### src/rtl/fetch_pkg.sv
`default_nettype none
// +------------------------------------------------------------------+
// | fetch_pkg : shared types and constants for the fetch sequencer   |
// | Revision  : 1.0                                                  |
// +------------------------------------------------------------------+
package fetch_pkg;

  typedef enum logic [1:0] {
    IDLE = 2'd0,
    REQ  = 2'd1,
    KILL = 2'd2,
    HOLD = 2'd3
  } fetch_state_t;

  localparam int unsigned INSTR_BYTES          = 4;
  localparam logic [31:0] DEFAULT_RESET_VECTOR = 32'h0000_0000;

  function automatic logic [31:0] align_target(input logic [31:0] target);
    return {target[31:2], 2'b00};
  endfunction

endpackage
`default_nettype wire

### src/rtl/fetch_sequencer.sv
`default_nettype none
// +------------------------------------------------------------------+
// | fetch_sequencer : single-entry instruction fetch sequencer       |
// | Optional macro FETCH_MISALIGN_CHK_EN adds MisalignErr output.    |
// | Revision        : 1.0                                            |
// +------------------------------------------------------------------+
module fetch_sequencer
  import fetch_pkg::*;
#(
  parameter logic [31:0] RESET_VECTOR = DEFAULT_RESET_VECTOR
) (
  input  logic        Clk,
  input  logic        R,
  input  logic [31:0] PC,
  output logic [31:0] PCnot,
  output logic        ImemReq,
  output logic [31:0] ImemAddr,
  input  logic        ImemAck,
  input  logic [31:0] ImemRdata,
  input  logic        Redirect,
  input  logic [31:0] RedirectTarget,
  output logic        InstValid,
  input  logic        InstReady,
  output logic [31:0] Inst,
  output logic [31:0] InstPC
`ifdef FETCH_MISALIGN_CHK_EN
  ,
  output logic        MisalignErr
`endif
);

  fetch_state_t r_state;
  logic [31:0]  r_saved_target;
  logic [31:0]  r_inst;
  logic [31:0]  r_inst_pc;
  logic         r_imem_req;
  logic         r_inst_valid;
  logic [31:0]  w_target;
  logic [31:0]  w_pc_plus;
  logic [31:0]  w_pcnot;

  assign w_target  = align_target(RedirectTarget);
  assign w_pc_plus = PC + 32'(INSTR_BYTES);

  // PC register holds still by default so an outstanding request keeps its address
  always_comb begin
    w_pcnot = PC;
    case (r_state)
      IDLE: w_pcnot = RESET_VECTOR;
      REQ:  if (ImemAck) w_pcnot = Redirect ? w_target : w_pc_plus;
      KILL: if (ImemAck) w_pcnot = Redirect ? w_target : r_saved_target;
      HOLD: if (Redirect) w_pcnot = w_target;
      default: w_pcnot = RESET_VECTOR;
    endcase
  end

  always_ff @(posedge Clk or negedge R) begin
    if (!R) begin
      r_state        <= IDLE;
      r_saved_target <= 32'h0;
      r_inst         <= 32'h0;
      r_inst_pc      <= 32'h0;
      r_imem_req     <= 1'b0;
      r_inst_valid   <= 1'b0;
    end else begin
      case (r_state)
        IDLE: begin
          r_state    <= REQ;
          r_imem_req <= 1'b1;
        end
        REQ: begin
          if (ImemAck && !Redirect) begin
            r_inst       <= ImemRdata;
            r_inst_pc    <= PC;
            r_state      <= HOLD;
            r_imem_req   <= 1'b0;
            r_inst_valid <= 1'b1;
          end else if (!ImemAck && Redirect) begin
            r_saved_target <= w_target;
            r_state        <= KILL;
          end
        end
        KILL: begin
          if (Redirect) r_saved_target <= w_target;
          if (ImemAck) r_state <= REQ;
        end
        HOLD: begin
          if (Redirect || InstReady) begin
            r_state      <= REQ;
            r_imem_req   <= 1'b1;
            r_inst_valid <= 1'b0;
          end
        end
        default: begin
          r_state      <= IDLE;
          r_imem_req   <= 1'b0;
          r_inst_valid <= 1'b0;
        end
      endcase
    end
  end

`ifdef FETCH_MISALIGN_CHK_EN
  logic r_misalign;

  always_ff @(posedge Clk or negedge R) begin
    if (!R) begin
      r_misalign <= 1'b0;
    end else begin
      r_misalign <= Redirect && (r_state != IDLE) && (RedirectTarget[1:0] != 2'b00);
    end
  end

  assign MisalignErr = r_misalign;
`endif

  assign PCnot     = w_pcnot;
  assign ImemReq   = r_imem_req;
  assign ImemAddr  = PC;
  assign InstValid = r_inst_valid;
  assign Inst      = r_inst;
  assign InstPC    = r_inst_pc;

endmodule
`default_nettype wire
### config.mk
export PLATFORM = sky130hd
export DESIGN_NAME = fetch_sequencer
export DESIGN_NICKNAME = d
export VERILOG_FILES = /design/src/rtl/fetch_pkg.sv /design/src/rtl/fetch_sequencer.sv
export SDC_FILE = /design/constraint.sdc
export NUM_CORES = 1
export LEC_CHECK = 0
export BUFFER_PORTS_ARGS = -buffer_cell sky130_fd_sc_hd__buf_4
export CAP_MARGIN = 25
export CORE_UTILIZATION = 35
export CTS_CLUSTER_DIAMETER = 60
export DETAILED_ROUTE_END_ITERATION = 10
export GPL_TIMING_DRIVEN = 0
export PLACE_DENSITY_LB_ADDON = 0.08
export SLEW_MARGIN = 20
export SYNTH_ARGS = -nofsm -noshare
export SYNTH_HDL_FRONTEND = slang
export SYNTH_SLANG_ARGS = --single-unit
### constraint.sdc
create_clock -name Clk -period 2.6 [get_ports Clk]
set_input_delay 0 -clock Clk [delete_from_list [all_inputs] [get_ports Clk]]
set_output_delay 0 -clock Clk [all_outputs]
set_load 0.05 [all_outputs]
# ---- Word level (Yosys, flattened, before mapping)
# Index checks and enable logic that the tools add are counted.
dict set report classes {
  magnitude_cmp 0
  bitwise_logic 0
  n_eq_ne 9
  add_sub_neg 1
  div_mod_pow 0
  n_mux 20
  mul 0
  reduce_logical 14
  shift 0
}
# operator count
set op_table {}
lappend op_table {{$mux W32} 7}
lappend op_table {{$pmux W32 S4} 1}
lappend op_table {{$pmux W32 S2} 1}
lappend op_table {{$add A32 B3 Y32 const B} 1}
lappend op_table {{$reduce_and A3 Y1} 4}
lappend op_table {{$ne A2 B2 Y1 const B} 5}
lappend op_table {{$mux W2} 4}
lappend op_table {{$pmux W2 S4} 1}
lappend op_table {{$eq A2 B2 Y1 const B} 2}
lappend op_table {{$mux W1} 4}
lappend op_table {{$reduce_bool A2 Y1} 2}
lappend op_table {{$ne A3 B3 Y1 const B} 1}
lappend op_table {{$pmux W1 S3} 1}
lappend op_table {{$reduce_bool A3 Y1} 1}
lappend op_table {{$eq A2 B1 Y1 const B} 1}
lappend op_table {{$logic_and A1 B1 Y1} 2}
lappend op_table {{$logic_not A1 Y1} 2}
lappend op_table {{$logic_not A2 Y1} 1}
lappend op_table {{$pmux W1 S2} 1}
lappend op_table {{$reduce_and A2 Y1} 1}
lappend op_table {{$logic_or A1 B1 Y1} 1}
dict set report totals {
  memories 0
  ram_bits 0
  wordCells 50
  inputBits 101
  romBits 0
  regBits 100
  latchBits 0
  out_inout_bits 130
}

# ---- Depth between registers and ports, before layout
# Gate-level depths: netlist of run 1.
dict set report depth {
  depth_word 5
  ltp_mapped 8
  ltp_nobuf 6
}

# ---- Least setup slack after synthesis of run 1
# OpenSTA, ideal clock, no wires.
dict set report synth_timing {
  kind {register -> output}
  start {reg r_state[0]}
  end {out PCnot[13]}
  arrival_time_ns 2.486
  t_required_ns 2.600
  path_buffers 3
  setup_slack_ns 0.114
  path_stages_with_launch 6
  path_cell_list {dfrtp_1 > clkbuf_1 > clkbuf_1 > clkbuf_1 > o311ai_0 > o21ai_0}
}
dict set report synth_via {
  elab_chain_len 2
  word_cells_on_any_way 5
  classes_between {eq/ne: 3; mux: 1; reduce/logical: 1}
}
# item line_no
set synth_lines {}
lappend synth_lines {{from (decl)} fetch_sequencer.sv:32} ;# fetch_state_t r_state;
lappend synth_lines {{from (signal assigned)} fetch_sequencer.sv:59} ;# r_state <= IDLE;
lappend synth_lines {{from (signal assigned)} fetch_sequencer.sv:68} ;# r_state <= REQ;
lappend synth_lines {{from (signal assigned)} fetch_sequencer.sv:75} ;# r_state <= HOLD;
lappend synth_lines {{$eq A2 B2 Y1 (tied with other cells)} fetch_sequencer.sv:48} ;# case (r_state)
lappend synth_lines {{$pmux W32 S4 (*)} fetch_sequencer.sv:48}
lappend synth_lines {{to (decl)} fetch_sequencer.sv:15} ;# output logic [31:0] PCnot,
# Every way passes the cells marked *; elsewhere a longest branch is shown, timed or not.

# ---- Worst setup path in the final report of run 1
dict set report layout_timing {
  start {in ImemAck}
  end {reg r_saved_target[16]}
}
dict set report layout_via {
  elab_chain_len 4
  word_cells_on_any_way 6
  classes_between {eq/ne: 2; reduce/logical: 4}
}
# item line_no
set layout_lines {}
lappend layout_lines {{from (decl)} fetch_sequencer.sv:18} ;# input logic ImemAck,
lappend layout_lines {{$logic_not A1 Y1} fetch_sequencer.sv:78} ;# end else if (!ImemAck && Redirect) begin
lappend layout_lines {{$logic_and A1 B1 Y1} fetch_sequencer.sv:78}
lappend layout_lines {{$ne A2 B2 Y1 (no line)} -}
lappend layout_lines {{$reduce_and A3 Y1 (no line) (*)} -}
lappend layout_lines {{to (signal assigned)} fetch_sequencer.sv:79} ;# r_saved_target <= w_target;
lappend layout_lines {{to (signal assigned)} fetch_sequencer.sv:84} ;# if (Redirect) r_saved_target <= w_target;
lappend layout_lines {{to (decl)} fetch_sequencer.sv:33} ;# logic [31:0] r_saved_target;
# Marks and branches as above.
# A chain may end at the register's enable or synchronous reset.

==> results.md, run 1 <==
* Yosys reg bits at 100
* Setup CP Type: primary input to register
* DRC at 0
* Slowest CP cell: a32oi_2
* Routed length per instance at 21.83 um
* FMAX at 397.2 MHz
* Worst-path clk slew at 0.07 ns
* Final Setup Violations at 0
* Synth top area share at 0.3912
* Root buffer cell: clkbuf_16
* Mapped Avg Cell Area at 9.604 um2
* Synth async-reset ratio at 1.000
* Crit path max-delay family: buffers and inverters
* Cells after Synth at 666
* Global placer's final weighted congestion at 0.9158
* Port Buffers at 223
* Largest net degree at the start of global routing at 101
* Clk_lat worst skew at 0.36 ns
* Critical Path Fanout Max at 10
* Antenna diode count at 0
* Fillcell total at 1671
* Final net count at 1093
* Placed Instances at 1118
* Fin. max-slew vios at 0
* Initial antenna violation count at 0
* Power Dens Cells at 1186 nW/um2
* Vias in the first global route at 6660
* Antenna-violating nets left at 0
* Slew @ Worst Pin at 0.9626 ns
* Layout cells sized above 1 at 0.4095
* Worst path bufs/invs at 6
* Cell row count at 49
* Worst path max stage delay at 0.42 ns
* Hold WS at 0.009635 ns
* Number of enable flip-flop cells after synthesis at 0
* Peak VDD IR at 0.6685 mV
* Netlist cell types at 69
* Crit end category: register
* Cells along the critical path: buf_4 > clkbuf_1 > inv_1 > clkbuf_1 > clkbuf_2 > ha_1 > a32oi_2 > clkbuf_4 > mux2_2
* First-pass GRT wire length at 39530 um
* Die height at 137.2 um
* P&R area growth vs syn at 50.70%
* Outcome: finished clean
* Final std cells w/o fill at 1223
* DP HPWL at 18700 um
* Leak Pwr at 0.004415 uW
* Crit share post-route at 0.9684
* Die area at 18820 um2
* All-Layer GR Usage at 0.2862
* Final Skew at 0.01157 ns
* Tot Pwr at 11430 uW
* Top cells by area, synth: dfrtp_1 39%, mux2_2 15%, o21ai_0 4.4%, buf_4 3.9%, mux2i_1 3.0%
* Gr ovfl total at 0
* Final Hold Violating Endpoints at 0
* Synth Flop Type: dfrtp_1
* Critical Path AT at 2.76 ns
* Hold Crit Class: primary input to register
* Number of CTS-inserted buffers at 9
* Dominant cell type by area after synthesis: dfrtp_1
* Fin util at 0.5366
* Synth cell count leaders: 100 x dfrtp_1, 88 x mux2_2, 56 x o21ai_0
* Initial DRC count at 517
* Core area at 17960 um2
* Synth warn at 0
* Initial Utilization at 0.3561
* Critical Path RT at 2.84 ns
* RSZ-0062 raised after global routing: no
* Die W at 137.2 um
* Drt pass-1 iters at 5
* Register-to-register setup slack at 0.25 ns
* Final wirelength at 26700 um
* Final min period at 2.518 ns
* Mapped cell area at 6396 um2
* Clock sinks at 100
* Final TNS setup at 0 ns
* H-tree Lvls at 3
* Syn nets at 770
* Vias/cell at 5.600
* Sequential share of the synthesized area at 0.3912
* I/O pin cnt at 231
* TritonCTS clock tree: built
* Most frequent cell after synthesis: dfrtp_1
* Bufs on Longest Clock Path at 2
* Slew HR at 0.3583
* CP startpoint kind: primary input
* CP dominant cell by count: clkbuf_1
* DR vias at 6849
* Total of max-cap violations at 0
-- flip-flops by register name (all words and copies together) (netlist names) --
signal / cells
ImemReq: 1
Inst: 32
InstPC: 32
r_saved_target: 32
InstValid: 1
r_state: 2
-- where the power goes --
part,internal (uW),switching [uW]
sequential,2330,414
clock,783,661
combinational,2400,4850
-- worst register-to-register path, cell delays in order, from the launching register on --
cell and delay, ns:
dfrtp_1 0.47, nor2b_1 0.17, clkbuf_2 0.27, nand2_2 0.36, clkbuf_1 0.56, mux2_2 0.41
-- final timing paths --
| path | cells past startpoint | endpoint | from |
|---|---|---|---|
| max | 9 | r_saved_target[16] | ImemAck |
| min | 3 | InstPC[26] | PC[26] |
| max reg2reg | 5 | Inst[30] | r_state[0] |
| min reg2reg | 2 | InstPC[13] | InstPC[13] |
| max in group asynchronous | 3 | r_saved_target[13] | R |
| min in group asynchronous | 2 | ImemReq | R |
-- per-layer routing --
layer	vias up	track usage	wire, um
li1	3094	-	-
met2	360	0.4641	12310
met4	0	0.1068	701
met3	45	0.05077	2020
met1	3350	0.3792	11670
met5	-	0	0
-- placed cells by master (no fill, tap or decap), types with 8 or more instances in the layout --
cell type | netlist | layout
nor2_1 | 34 | 33
a31oi_1 | 9 | 9
dlygate4sd3_1 | 0 | 86
inv_1 | 15 | 15
clkbuf_1 | 33 | 20
o21ai_0 | 56 | 56
and2_1 | 8 | 8
dfrtp_1 | 100 | 100
a21oi_1 | 32 | 32
mux2i_1 | 19 | 19
clkbuf_16 | 0 | 9
buf_2 | 9 | 11
clkbuf_2 | 1 | 13
nand3_1 | 21 | 21
buf_4 | 33 | 257
o221ai_1 | 12 | 12
mux2_2 | 88 | 88
nand2_1 | 50 | 47
-- logic make-up (layout without fill, tap and decap cells) --
group           count (synthesis)  after routing  synth area share
fa+ha+maj                       3              3          0.005869
simple gates                  162            162            0.1285
mux                           111            111            0.1917
buf+inv                        99            427           0.08059
flops                         100            100            0.3912
compound gates                191            191            0.2021
-- layout make-up --
| class | count | area, um2 | area share |
|---|---|---|---|
| Multi-Input combinational cell | 467 | 3411 | 0.3538 |
| Timing Repair Buffer | 312 | 2581 | 0.2678 |
| Sequential cell | 100 | 2502 | 0.2596 |
| Buffer | 84 | 491.7 | 0.05101 |
| Tap cell | 229 | 286.5 | 0.02972 |
| Clock buffer | 10 | 239.0 | 0.02479 |
| Clock inverter | 6 | 71.32 | 0.007399 |
| Inverter | 15 | 56.30 | 0.005841 |
-- timing repair --
action | in CTS | in global routing
resized for setup | 18 | 17
endpoints found under the hold margin | 185 | 0
hold buffers | 86 | 0
buffers inserted | 0 | 2
pin swaps | 0 | 1
endpoints found under the setup margin | 72 | 40
-- through the flow --
step                area [um2]  setup slack [ns]
floorplan                 6396            0.1135
global placement          8357           -0.5002
detailed placement        8361           -0.5952
CTS                       9565           0.02706
global route              9639          0.003320
finish                    9639           0.08227
(Power assumes the default switching activity.)
==> run 2, diff against run 1 <==
Settings changed: REMOVE_ABC_BUFFERS set to 1.
==> run 2 against run 1 <==
  * Final area fell by 2.3%
  * Register-to-register slack improved by 0.14 ns
  * Sequential power rose by 3%
  * Flip-flop and latch count did not move
  * Non-clock buffer count fell by 69
  * Global-route usage fell by 5.4 points
  * Cell count fell by 5.5%
  * First-iteration DRC count fell by 30%
  * Clock skew fell by 0.0037 ns
  * Critical endpoint is now PCnot[28]
==> results.md, run 2 (synthesized netlist as in run 1, its figures left out) <==
* M3 GR Usage at 0.05335
* Net Sw Frac at 0.5083
* DR vias at 6343
* Fin util at 0.5241
* Critical Path AT at 2.48 ns
* First-pass GRT wire length at 33450 um
* Initial Utilization at 0.3561
* Die W at 137.2 um
* H-tree Lvls at 3
* All-Layer GR Usage at 0.2317
* Setup CP Type: primary input to output port
* Power Dens Cells at 1199 nW/um2
* I/O pin cnt at 231
* Global routing's busiest layer: met2
* Most frequent cells in the layout: 227 x buf_4, 98 x dfrtp_1, 91 x dlygate4sd3_1, 88 x mux2_2, 55 x o21ai_0
* Final Setup Violations at 0
* DP HPWL at 14040 um
* Met2 GRT Util at 0.3880
* Final net count at 1026
* Largest net degree at the start of global routing at 101
* Final Hold Violating Endpoints at 0
* Final min period at 2.484 ns
* Worst-path clk slew at 0.07 ns
* Core area at 17960 um2
* Routed length per instance at 19.04 um
* Pre-CTS setup slack at -0.5869 ns
* RSZ-0062 raised after global routing: yes
* P&R area growth vs syn at 47.20%
* Final Skew at 0.007888 ns
* Outcome: finished clean
* Antenna-violating nets left at 0
* Hold Crit Class: primary input to register
* Clock sinks at 100
* Initial DRC count at 361
* Switching pwr at 5738 uW
* Final wirelength at 22010 um
* Root buffer cell: clkbuf_16
* M1 GR Usage at 0.2968
* Slew @ Worst Pin at 0.8072 ns
* Critical Path Fanout Max at 7
* Fin. max-slew vios at 0
* Gate power share at 0.624
* Vias in the first global route at 6180
* Layout cells sized above 1 at 0.3927
* Leak Pwr at 0.004224 uW
* TritonCTS clock tree: built
* Slew HR at 0.4619
* Peak VDD IR at 0.7655 mV
* Critical Path RT at 2.60 ns
* Final setup margin at 0.1157 ns
* Bufs on Longest Clock Path at 2
* Die height at 137.2 um
* Cell row count at 49
* Global placer's final weighted congestion at 0.8107
* Final TNS setup at 0 ns
* Clock Power Share at 0.125
* Initial antenna violation count at 0
* Total of max-cap violations at 0
* DRC at 0
* Port Buffers at 228
* Crit end category: output port
* Vias/cell at 5.487
* Seq pwr share at 0.251
* Number of CTS-inserted buffers at 9
* Die area at 18820 um2
* FMAX at 402.5 MHz
* Crit share post-route at 0.9555
* Most common cell after layout, fill and taps aside: buf_4
* Clk_lat worst skew at 0.35 ns
* Internal power at 5551 uW
* Drt pass-1 iters at 5
* Gr ovfl total at 0
* Antenna diode count at 0
* CP startpoint kind: primary input
[run 2: cell types whose count changed in the layout (fill, tap and decap cells not counted), moves of 3 or more]
cell / before / now
buf_16: 1 / 4
clkbuf_2: 13 / 0
clkbuf_1: 20 / 1
buf_2: 11 / 0
dlygate4sd3_1: 86 / 91
clkbuf_4: 4 / 0
buf_4: 257 / 227
[run 2: critical path: stages]
cell and delay [ns]:
dlygate4sd3_1 0.53, buf_4 0.15, nand4b_1 0.29, nor4_4 0.54, nand4_1 0.16, mux2_1 0.32, o211ai_1 0.23, buf_4 0.25
[run 2: metrics by stage]
step	cells	instance area, um2	hold slack, ns	power [uW]
6_report	1156	9415	0.01926	11290
5_1_grt	1156	9415	0.03316	11850
4_1_cts	1153	9333	0.006674	11290
3_5_place_dp	1044	8079	0.2139	9694
3_3_place_gp	1039	7935	0.2328	9520
2_1_floorplan	582	5937	-0.2956	7274
[run 2: metal layers]
layer	share of wire	up-vias
met5	0	-
met4	0.017	0
met3	0.067	25
met2	0.48	229
met1	0.44	3115
li1	-	2974
[run 2: layout make-up]
cell class | count | area [um2]
well taps | 229 | 286.5
repair buffers | 327 | 2799
clock inverters | 5 | 60.06
fillers | 1624 | 8548
multi-input cells | 467 | 3446
flip-flops and latches | 100 | 2507
inverters | 15 | 63.81
clock buffers | 11 | 242.7
repair inverters | 2 | 10.01
[run 2: power by group through the flow]
stage	Combinational, uW	Clock, uW	Sequential, uW
final	7050	1410	2830
after detailed placement	6830	0	2860
after global placement	6650	0	2870
after CTS	6970	1460	2860
after global routing	7420	1500	2930
after floorplan	2670	0	4610
[run 2: what timing repair did]
action,in CTS,in global routing
pin swaps,1,0
resized for setup,8,6
hold buffers,91,0
cloned,1,1
setup buffers,1,1
endpoints found under the setup margin,80,27
hold endpoints to repair,191,0
[run 2: final timing paths]
| kind | start | end | slack [ns] | cells past startpoint |
|---|---|---|---|---|
| hold / removal | PC[13] | InstPC[13] | 0.02 | 3 |
| hold reg to reg | InstPC[9] | InstPC[9] | 0.48 | 2 |
| setup reg to reg | r_state[0] | r_saved_target[12] | 0.39 | 7 |
| min in group asynchronous | R | ImemReq | 0.15 | 2 |
| setup / recovery | PC[5] | PCnot[28] | 0.12 | 8 |
| max in group asynchronous | R | r_saved_target[1] | 1.81 | 3 |
==> run 3, diff against run 2 <==
Settings changed: PLACE_DENSITY set to 0.71, PLACE_DENSITY_LB_ADDON 0.08 to unset.
==> run 3 against run 2 <==
  * The run now ends with DRC left
  * Non-clock buffer count did not move
  * Combinational power hardly changed
  * Via count up 1.5%
  * Count of clock-buffer cells in the layout is 2 lower
  * Core utilization is 0.056 points lower
  * Largest cell class unchanged
  * Largest power group unchanged
==> results.md, run 3 (synthesized netlist as in run 1, its figures left out) <==
* Port Buffers at 228
* Initial Utilization at 0.3561
* Internal power at 5539 uW
* Layout cells sized above 1 at 0.3916
* Hold Crit Class: primary input to register
* Gr ovfl total at 0
* Net Sw Frac at 0.5124
* Initial antenna violation count at 0
* Switching pwr at 5820 uW
* DP Area at 8025 um2
* Final net count at 1026
* Seq pwr share at 0.250
* DR vias at 6441
* Drt pass-1 iters at 8
* Antenna diode count at 0
* Final wirelength at 21960 um
* FMAX at 411.3 MHz
* Vias/cell at 5.572
* Final Setup Violations at 0
* Slew @ Worst Pin at 0.8600 ns
* Root buffer cell: clkbuf_16
* TritonCTS clock tree: built
* Outcome: finished with violations
* Vias in the first global route at 6242
* Initial DRC count at 523
* Critical Path AT at 2.43 ns
* All-Layer GR Usage at 0.2308
* Slew HR at 0.4214
* Peak VDD IR at 0.6380 mV
* Routed length per instance at 18.99 um
* Hold WS at 0.01340 ns
* Pre-CTS setup slack at -0.5316 ns
* DRC at 1
* First-pass GRT wire length at 33100 um
* Final Hold Violating Endpoints at 0
* Number of CTS-inserted buffers at 9
* Setup CP Type: primary input to output port
* Clk_lat worst skew at 0.37 ns
* Design Area, Final at 9405 um2
* Register-to-register setup slack at 0.46 ns
* Crit end category: output port
* H-tree Lvls at 3
* Crit share post-route at 0.9351
* Power Dens Cells at 1208 nW/um2
* Most common cell after layout, fill and taps aside: buf_4
* Die height at 137.2 um
* CP startpoint kind: primary input
* Failing checks: DRC
* Most frequent cells in the layout: 228 x buf_4, 98 x dfrtp_1, 91 x dlygate4sd3_1, 88 x mux2_2, 56 x o21ai_0
* I/O pin cnt at 231
* Critical Path Fanout Max at 11
* Cell row count at 49
* Global placer's final weighted congestion at 0.7805
* Hold Path Depth at 4
* Largest net degree at the start of global routing at 101
* Critical Path RT at 2.60 ns
* Die W at 137.2 um
* Clock sinks at 100
* Worst-path clk slew at 0.07 ns
* RSZ-0062 raised after global routing: no
* Core area at 17960 um2
* Fin. max-slew vios at 0
* Final setup margin at 0.1686 ns
* Bufs on Longest Clock Path at 2
* Final Skew at 0.01114 ns
* Cell depth of the worst flop-to-flop path at 4
* Die area at 18820 um2
* Final min period at 2.431 ns
* DP HPWL at 13620 um
* Clock Power Share at 0.131
* Leak Pwr at 0.004223 uW
* Gate power share at 0.619
* Antenna-violating nets left at 0
* P&R area growth vs syn at 47.05%
* Total of max-cap violations at 0
run 3: cell type report:
class	count	area, um2
multi-input combinational	467	3428
clock inverter	7	90.09
clock buffer	9	225.2
timing repair buffer	327	2791
sequential	100	2510
fill	1633	8558
timing repair inverter	2	10.01
inverter	15	63.81
tap	229	286.5
run 3: worst paths after layout:
| kind | endpoint | startpoint |
|---|---|---|
| worst max-delay path | PCnot[27] | PC[13] |
| max in group asynchronous | r_saved_target[15] | R |
| worst min-delay path | r_state[1] | InstReady |
| worst min register to register | InstPC[29] | InstPC[29] |
| worst max register to register | Inst[23] | r_state[0] |
| min in group asynchronous | Inst[20] | R |
run 3: repair_timing:
| action | in CTS | in global routing |
|---|---|---|
| endpoints found under the hold margin | 190 | 0 |
| hold buffers | 91 | 0 |
| gates cloned | 2 | 0 |
| resized for setup | 9 | 4 |
| buffers inserted | 1 | 4 |
| endpoints found under the setup margin | 120 | 61 |
| pin swaps | 1 | 2 |
run 3: worst max-delay path, stage by stage:
cell and delay [ns]:
dlygate4sd3_1 0.52, buf_4 0.17, and4_1 0.36, and2_1 0.31
and3_2 0.36, a221oi_2 0.08, o31ai_1 0.35, buf_4 0.27
run 3: power groups by stage:
| stage | registers (uW) | logic [uW] | clock network, uW |
|---|---|---|---|
| 3_5_place_dp | 2900 | 6700 | 0 |
| 3_3_place_gp | 2850 | 6630 | 0 |
| 4_1_cts | 2860 | 6920 | 1520 |
| 2_1_floorplan | 4610 | 2670 | 0 |
| 6_report | 2840 | 7030 | 1480 |
| 5_1_grt | 2940 | 7380 | 1590 |
run 3: layer usage:
layer,global-route usage,vias up,part of all wire
met4,0.09463,0,0.026
li1,-,2967,-
met2,0.3900,281,0.50
met3,0.05188,49,0.071
met5,0,-,0
met1,0.2829,3144,0.41
run 3: through the flow:
| step | cells | utilization | total power, uW | setup TNS [ns] |
|---|---|---|---|---|
| 4_1_cts | 1151 | 0.5188 | 11300 | 0 |
| 6_report | 1156 | 0.5236 | 11360 | 0 |
| 3_5_place_dp | 1041 | 0.4468 | 9602 | -37.23 |
| 2_1_floorplan | 582 | - | 7274 | -73.27 |
| 3_3_place_gp | 1039 | 0.4417 | 9480 | -277.30 |
| 5_1_grt | 1156 | 0.5236 | 11910 | 0 |
